### src/rtl/shared_sop_approx_adder.sv
// shared_sop_approx_adder
//
// Pipelined approximate W-bit adder evaluated by a shared sum-of-products
// network whose product literals (POS/NEG) and per-output activations (ACT)
// live in runtime-writable configuration registers. An optional exact-reference
// monitor reports |approx - exact| per result and counts results whose error
// exceeds ET.
//
// Optional feature macro: SOP_ERR_MONITOR_EN
//   defined   -> exact adder, error magnitude, threshold flag and err_count built
//   undefined -> out_err_abs/out_err_flag/err_count tied to 0, clr_count ignored
//
// Ports:
//   clk, rst_n        clock, asynchronous active-low reset
//   cfg_we/addr/wdata configuration write port (POS at 2p, NEG at 2p+1,
//                     ACT[o] at 2P+o); out-of-range addresses ignored
//   in_valid/ready    operand handshake, in_a/in_b operands
//   out_valid/ready   result handshake
//   out_sum           approximate sum (W+1 bits)
//   out_err_abs       |out_sum - (a+b)|
//   out_err_flag      out_err_abs > ET
//   err_count         saturating count of flagged results accepted downstream
//   clr_count         synchronous clear of err_count (wins over increment)
//
// Handshake: a transfer happens on a rising edge where valid and ready are both
// 1. Valid, once raised, holds with stable data until the transfer; ready may
// depend combinationally on the downstream ready but never on in_valid.

module shared_sop_approx_adder #(
  parameter int          W  = 2,
  parameter int          P  = 2,
  parameter int unsigned ET = 3,
  localparam int         CW = (2 * W > P) ? 2 * W : P,
  localparam int         AW = $clog2(2 * P + W + 1)
) (
  input  logic          clk,
  input  logic          rst_n,
  input  logic          cfg_we,
  input  logic [AW-1:0] cfg_addr,
  input  logic [CW-1:0] cfg_wdata,
  input  logic          in_valid,
  output logic          in_ready,
  input  logic [W-1:0]  in_a,
  input  logic [W-1:0]  in_b,
  output logic          out_valid,
  input  logic          out_ready,
  output logic [W:0]    out_sum,
  output logic [W:0]    out_err_abs,
  output logic          out_err_flag,
  output logic [15:0]   err_count,
  input  logic          clr_count
);

  // ---------------------------------------------------------------------------
  // Configuration registers
  // ---------------------------------------------------------------------------
  logic [2*W-1:0] pos_q [P];
  logic [2*W-1:0] neg_q [P];
  logic [P-1:0]   act_q [W+1];
  logic [31:0]    addr_ext;

  assign addr_ext = 32'(cfg_addr);

  always_ff @(posedge clk or negedge rst_n) begin
    if (!rst_n) begin
      for (int p = 0; p < P; p++) begin
        pos_q[p] <= '0;
        neg_q[p] <= '0;
      end
      for (int o = 0; o <= W; o++) begin
        act_q[o] <= '0;
      end
    end else if (cfg_we) begin
      for (int p = 0; p < P; p++) begin
        if (addr_ext == 32'(2 * p))     pos_q[p] <= cfg_wdata[2*W-1:0];
        if (addr_ext == 32'(2 * p + 1)) neg_q[p] <= cfg_wdata[2*W-1:0];
      end
      for (int o = 0; o <= W; o++) begin
        if (addr_ext == 32'(2 * P + o)) act_q[o] <= cfg_wdata[P-1:0];
      end
    end
  end

  // Upper write-data bits beyond a register's width are don't-care.
  logic unused_cfg_bits;
  assign unused_cfg_bits = ^cfg_wdata;

  // ---------------------------------------------------------------------------
  // Shared SOP network
  // ---------------------------------------------------------------------------
  logic [2*W-1:0] x;
  logic [P-1:0]   pr;
  logic [W:0]     sop_sum;

  assign x = {in_b, in_a};

  // A literal bit that is neither in POS nor NEG contributes 1; a bit in both
  // forces x & ~x = 0, so contradictory products evaluate to 0.
  always_comb begin
    pr      = '0;
    sop_sum = '0;
    for (int p = 0; p < P; p++) begin
      pr[p] = &((x | ~pos_q[p]) & (~x | ~neg_q[p]));
    end
    for (int o = 0; o <= W; o++) begin
      sop_sum[o] = |(pr & act_q[o]);
    end
  end

  // ---------------------------------------------------------------------------
  // Two-stage pipeline
  // ---------------------------------------------------------------------------
  logic       s1_v;
  logic       s2_v;
  logic [W:0] s1_sum;
  logic [W:0] s2_sum;
  logic       s2_en;
  logic       in_fire;

  assign s2_en    = !s2_v || out_ready;
  assign in_ready = !s1_v || s2_en;
  assign in_fire  = in_valid && in_ready;

  always_ff @(posedge clk or negedge rst_n) begin
    if (!rst_n) begin
      s1_v   <= 1'b0;
      s1_sum <= '0;
    end else if (in_fire) begin
      s1_v   <= 1'b1;
      s1_sum <= sop_sum;
    end else if (s2_en) begin
      s1_v <= 1'b0;
    end
  end

  always_ff @(posedge clk or negedge rst_n) begin
    if (!rst_n) begin
      s2_v   <= 1'b0;
      s2_sum <= '0;
    end else if (s2_en) begin
      s2_v <= s1_v;
      if (s1_v) s2_sum <= s1_sum;
    end
  end

  assign out_valid = s2_v;
  assign out_sum   = s2_sum;

  // ---------------------------------------------------------------------------
  // Exact-reference error monitor
  // ---------------------------------------------------------------------------
`ifdef SOP_ERR_MONITOR_EN
  logic [W-1:0] s1_a;
  logic [W-1:0] s1_b;
  logic [W:0]   exact_n;
  logic [W:0]   err_n;
  logic         flag_n;
  logic [W:0]   s2_err;
  logic         s2_flag;
  logic [15:0]  cnt_q;

  always_ff @(posedge clk or negedge rst_n) begin
    if (!rst_n) begin
      s1_a <= '0;
      s1_b <= '0;
    end else if (in_fire) begin
      s1_a <= in_a;
      s1_b <= in_b;
    end
  end

  // W+1 bits always hold a+b, so the exact sum cannot overflow.
  always_comb begin
    exact_n = {1'b0, s1_a} + {1'b0, s1_b};
    err_n   = (s1_sum >= exact_n) ? (s1_sum - exact_n) : (exact_n - s1_sum);
    flag_n  = 32'(err_n) > 32'(ET);
  end

  always_ff @(posedge clk or negedge rst_n) begin
    if (!rst_n) begin
      s2_err  <= '0;
      s2_flag <= 1'b0;
    end else if (s2_en && s1_v) begin
      s2_err  <= err_n;
      s2_flag <= flag_n;
    end
  end

  // Clear takes priority over a simultaneous flagged handshake.
  always_ff @(posedge clk or negedge rst_n) begin
    if (!rst_n) begin
      cnt_q <= '0;
    end else if (clr_count) begin
      cnt_q <= '0;
    end else if (s2_v && out_ready && s2_flag && (cnt_q != 16'hffff)) begin
      cnt_q <= cnt_q + 16'd1;
    end
  end

  assign out_err_abs  = s2_err;
  assign out_err_flag = s2_flag;
  assign err_count    = cnt_q;
`else
  logic unused_clr;
  assign unused_clr   = clr_count;
  assign out_err_abs  = '0;
  assign out_err_flag = 1'b0;
  assign err_count    = '0;
`endif

endmodule

### config.mk
export PLATFORM = sky130hd
export DESIGN_NAME = shared_sop_approx_adder
export DESIGN_NICKNAME = d
export VERILOG_FILES = /design/src/rtl/shared_sop_approx_adder.sv
export SDC_FILE = /design/constraint.sdc
export NUM_CORES = 1
export LEC_CHECK = 0
export CAP_MARGIN = 5
export CORE_ASPECT_RATIO = 0.6
export CORE_MARGIN = 4
export CORE_UTILIZATION = 47
export DETAILED_ROUTE_END_ITERATION = 8
export PLACE_DENSITY = 0.84
export SYNTH_ARGS = -nofsm -noshare
export SYNTH_HDL_FRONTEND = slang
export SYNTH_SLANG_ARGS = --single-unit
### constraint.sdc
create_clock -name clk -period 1.5 [get_ports clk]
set_input_delay 0.15 -clock clk [delete_from_list [all_inputs] [get_ports clk]]
set_output_delay 0.15 -clock clk [all_outputs]
set_load 0.05 [all_outputs]
==> impl_metrics.tcl, run 1 <==
set metrics [dict create \
    criticalPathCategory "input port to flip-flop" \
    dieArea_sq_um 4120 \
    grt_first_pass_wirelength_um 4630 \
    clk_pin_slew_ns 0.06 \
    p_leak_nw 0.841 \
    antenna_found_initial 0 \
    drc 0 \
    p_seq_share_pct 42.8 \
    ios 42 \
    rr_endpoint "s1_sum[2]" \
    rsz0062_at_grt "no" \
    reg2reg_depth 4 \
    internal_power_mw 1.78 \
    crit_start "cfg_we" \
    r2r_start "out_valid" \
    use_met1_pct 20.9 \
    drv_slew 0 \
    pwr-share-comb_pct 24.2 \
    cts.sinks 30 \
    powerDensity_nw_per_um2 1390 \
    detail-route-antenna-nets 0 \
    cts_hold_buf 0 \
    synth-seq-cells 30 \
    crit_arrival_ns 1.54 \
    reg2reg_slack_ns 0.29 \
    grt_max_degree 31 \
    htree_levels 2 \
    cts_buffer_depth 2 \
    place_congestion 0.759 \
    ys_types 17 \
    crit_required_ns 1.67 \
    ir_worst_vdd_mv 0.650 \
    place.port_buffers 20 \
    grtUsageTotal_pct 15.7 \
    dr.first_iter.drc_count 78 \
    vias_per_cell 4.89 \
    synth_area_sq_um 1470 \
    seq_area_frac_synth_pct 51.0 \
    postPlaceCellArea_sq_um 1710 \
    cp-endpoint "neg_q[6]" \
    worstSkewPairLatency_ns 0.29 \
    grt_util_met2_pct 22.7 \
    hpwlAfterDp_um 2260 \
    final_cell_mix "dfrtp_1 (29), mux2_2 (25), conb_1 (20)" \
    grt.busiest_layer "met2" \
    initial_utilization_pct 50.3 \
    met3_usage_pct 5.28 \
    grt_pass1_vias 933 \
    p_clk_share_pct 33.0 \
    synth_area_per_cell_sq_um 13.5 \
    clock.fmax_mhz 730 \
    p_sw_share_pct 29.7 \
    fin_skew_ns 0.0123 \
    num_rows 15 \
    critPathLaunchType "input port" \
    wl_um 2920 \
    max-cap-violations 0 \
    hold_path.class "input port to async pin" \
    postCtsSetupBuffers 0 \
    synthCells 109 \
    numCtsBuffers 5 \
    grt_overflow 0 \
    yosys_warnings 0 \
    dp_cells 178 \
    dr.pass1.iters 4 \
    core-area_sq_um 2930 \
    cts_root_buffer "clkbuf_8" \
    netSwitchingPower_mw 0.755 \
    endpoint_kind "flip-flop" \
    die_y_um 51.3 \
    finalInstanceArea_sq_um 1830 \
    cts_tree "built" \
    crit_fanout 4 \
    instances_no_fill 186 \
    finalHoldViolCount 0 \
    via_count 910 \
    wl_per_cell_um 15.7 \
    layout_min_cycle_time_ns 1.37 \
    areaGrowthSynthToFinish_pct 24.4 \
    final_nets 160 \
    die_w_um 80.2 \
    holdWs_ns 0.250 \
    post_cts_resized 0 \
    layout-drive-gt1-share_pct 36.8 \
    status "finished, final reports clean" \
    diodes 0 \
    final_common_cell "dfrtp_1" \
    finalSetupViolCount 0 \
    fin_crit_sh_pct 91.3 \
]
Yosys cell counts:
cell type	count	area [sq um]
dfrtp_1	30	751
mux2_2	25	282
buf_4	20	150
mux2i_1	8	80.1
a221o_1	3	30.0
and2_1	3	18.8
nand2_1	3	11.3
nand2b_1	3	18.8
nand4b_1	3	26.3
nand4_1	2	12.5
nor2_1	2	7.51
nor3b_4	2	37.5
conb_1	1	3.75
nand2b_4	1	13.8
nand3b_1	1	7.51
nor3_1	1	5.00
nor3_4	1	16.3
layout make-up:
cell class,count,area [sq um]
Fill cell,216,1100
Sequential cell,30,752
Multi-Input combinational cell,78,649
Timing Repair Buffer,28,260
Clock buffer,7,86.3
Tap cell,42,52.6
Clock inverter,1,30.0
cells by family after synthesis:
kind of cell           share of synthesized area [%]
other                                          0.255
AND/OR/NAND/NOR                                 11.9
flip-flops                                      51.0
multiplexers                                    24.6
AO/OA/AOI/OAI                                   2.04
buffers and inverters                           10.2
per-stage QoR:
step,setup slack (ns),util [%],power [mW],TNS (ns)
2_1_floorplan,-0.247,-,1.53,-0.740
5_1_grt,0.0763,62.5,2.64,0
4_1_cts,0.123,62.5,2.56,0
3_3_place_gp,-0.137,58.5,1.68,-1.80
6_report,0.130,62.5,2.54,0
3_5_place_dp,-0.176,58.5,1.72,-2.50
metal layers:
layer | vias up | share of wire [%]
met2 | 38 | 43
met4 | 0 | 2.3
met1 | 442 | 46
met5 | - | 0
met3 | 8 | 8.4
li1 | 422 | -
power by group through the flow:
stage                     clock network [mW]  registers [mW]  logic, mW
final                                  0.839            1.09      0.614
after global routing                   0.883            1.11      0.653
after CTS                              0.853            1.09      0.618
after detailed placement                   0            1.10      0.616
after global placement                     0            1.08      0.595
after floorplan                            0            1.14      0.390
critical path, cell delays in order:
cell             delay [ns]
clkdlybuf4s50_1        0.55
nand2b_4               0.11
nor3b_4                0.34
mux2_2                 0.38
registers in the layout (all words and copies together), names as in the netlist:
signal	flops
out_valid	1
act_q	6
s1_sum	3
pos_q	8
neg_q	8
s1_v	1
out_sum	3
worst min path at each step:
stage	slack [ns]	cells after the start	startpoint	endpoint
after global routing	0.28	2	rst_n	neg_q[2]
after detailed placement	0.49	1	s1_v	out_valid
after global placement	0.47	1	s1_v	out_valid
final	0.25	2	rst_n	neg_q[2]
after floorplan	-0.15	0	rst_n	act_q[0]
after CTS	0.26	2	rst_n	out_sum[2]
Note: power is estimated with default switching activity, not from simulation.
==> run 2, diff against run 1 <==
CORE_ASPECT_RATIO = 1.75   (was 0.6)
==> run 2 against run 1 <==
Compared with the run above:
- combinational power is 1% lower
- non-clock buffer count stayed put
- largest power group unchanged
- count of clock-buffer cells in the layout stayed put
- first-iteration DRC count is 86% lower
- fmax is 1.3% lower
- routed wire length is 1.1% lower
- final cell count is 0.54% lower
==> impl_metrics.tcl, run 2 (synthesis gave the netlist of run 1 again) <==
set metrics [dict create \
    crit_fanout 7 \
    die_y_um 82.0 \
    grt_overflow 0 \
    ir_worst_vdd_mv 0.836 \
    p_leak_nw 0.828 \
    cp-endpoint "pos_q[4]" \
    die_w_um 50.3 \
    criticalPathCategory "input port to flip-flop" \
    setup_tns_ns 0 \
    worstSkewPairLatency_ns 0.28 \
    vias_per_cell 4.83 \
    cts_tree "built" \
    post_cts_resized 0 \
    finalSetupViolCount 0 \
    r2r_start "out_valid" \
    final_nets 160 \
    crit_arrival_ns 1.55 \
    status "finished, final reports clean" \
    nFillCells 247 \
    place.port_buffers 20 \
    fin_crit_sh_pct 92.5 \
    endpoint_kind "flip-flop" \
    finalInstanceArea_sq_um 1800 \
    postPlaceCellArea_sq_um 1710 \
    dieArea_sq_um 4120 \
    cts_buffer_depth 2 \
    pwr-share-comb_pct 26.2 \
    rsz0062_at_grt "no" \
    initial_utilization_pct 49.7 \
    drv_slew 0 \
    hold_path.class "input port to async pin" \
    critical_path_depth 4 \
    top_regs "neg_q (8), pos_q (8), act_q (6)" \
    final_common_cell "dfrtp_1" \
    clock.fmax_mhz 721 \
    ios 42 \
    layout-drive-gt1-share_pct 36.4 \
    reg2reg_slack_ns 0.29 \
    cts_root_buffer "clkbuf_8" \
    powerDensity_nw_per_um2 1290 \
    p_sw_share_pct 30.9 \
    crit_required_ns 1.66 \
    htree_levels 2 \
    numCtsBuffers 5 \
    path_cells "clkdlybuf4s50_1 > buf_4 > nor3_4 > mux2_2" \
    p_clk_share_pct 27.5 \
    grt_max_degree 31 \
    clk_pin_slew_ns 0.06 \
    layout_min_cycle_time_ns 1.39 \
    drc 0 \
    holdWs_ns 0.256 \
    postCtsSetupBuffers 0 \
    via_count 894 \
    max-cap-violations 0 \
    rr_endpoint "s1_sum[0]" \
    hpwlAfterDp_um 2280 \
    cts_hold_buf 0 \
    detail-route-antenna-nets 0 \
    cts.sinks 30 \
    grtUsageTotal_pct 16.5 \
    dr.first_iter.drc_count 11 \
    internal_power_mw 1.61 \
    cp_num_buf_inv 2 \
    antenna_found_initial 0 \
    reg2reg_depth 4 \
    netSwitchingPower_mw 0.716 \
    cpMaxStageDelayCell "clkdlybuf4s50_1" \
    critPathLaunchType "input port" \
    place_congestion 0.728 \
    core-area_sq_um 2960 \
    crit_start "cfg_addr[1]" \
    wl_per_cell_um 15.6 \
    grt_pass1_vias 1021 \
    areaGrowthSynthToFinish_pct 22.4 \
    grt_first_pass_wirelength_um 4910 \
    dr.pass1.iters 4 \
    num_rows 26 \
    final_cell_mix "dfrtp_1 (29), mux2_2 (25), conb_1 (20)" \
    fin_skew_ns 0.00635 \
    diodes 0 \
    finalHoldViolCount 0 \
    max_stage_delay_ns 0.53 \
    p_seq_share_pct 46.3 \
    cpLargestDelayFamily "buffers and inverters" \
    wl_um 2890 \
]
==> run 2: cell count changes in the layout (fill, tap and decap cells not counted), sizes merged <==
cell,change
bufinv,-1
==> run 2: area by class of cell <==
cell class | instances | area (sq um) | share of cell area, %
Clock buffer | 7 | 86.3 | 4.79
Multi-Input combinational cell | 78 | 649 | 36.1
Sequential cell | 30 | 752 | 41.8
Tap cell | 42 | 52.6 | 2.92
Timing Repair Buffer | 28 | 260 | 14.5
==> run 2: power by group through the flow <==
stage | Sequential, mW | Clock, mW | Combinational (mW)
floorplan | 1.14 | 0 | 0.390
global placement | 1.07 | 0 | 0.590
detailed placement | 1.09 | 0 | 0.614
CTS | 1.08 | 0.658 | 0.617
global route | 1.10 | 0.699 | 0.658
finish | 1.07 | 0.639 | 0.608
==> run 2: stage by stage <==
step / power [mW] / worst slack, ns / utilization [%] / instances
final: 2.32 / 0.113 / 60.8 / 185
after global routing: 2.45 / 0.0460 / 60.8 / 185
after CTS: 2.35 / 0.109 / 60.8 / 185
after detailed placement: 1.70 / -0.188 / 57.9 / 178
after global placement: 1.66 / -0.130 / 57.9 / 178
after floorplan: 1.53 / -0.247 / - / 128
==> run 2: worst min-delay path by stage <==
stage	from	end	cells past startpoint
after global routing	rst_n	act_q[5]	2
after floorplan	rst_n	act_q[0]	0
after global placement	s1_v	out_valid	1
after detailed placement	s1_sum[0]	out_sum[0]	1
after CTS	rst_n	out_sum[2]	2
final	rst_n	out_sum[2]	2
==> run 2: layer usage <==
metal  routed length, um  share of wire, %  GRT usage (%)  vias up
li1                    -                 -              -      418
met1                 971                34           15.3      447
met2                1740                60           31.7       23
met3                 123               4.3           5.81        6
met4                  53               1.8           7.28        0
met5                   0                 0              0        -
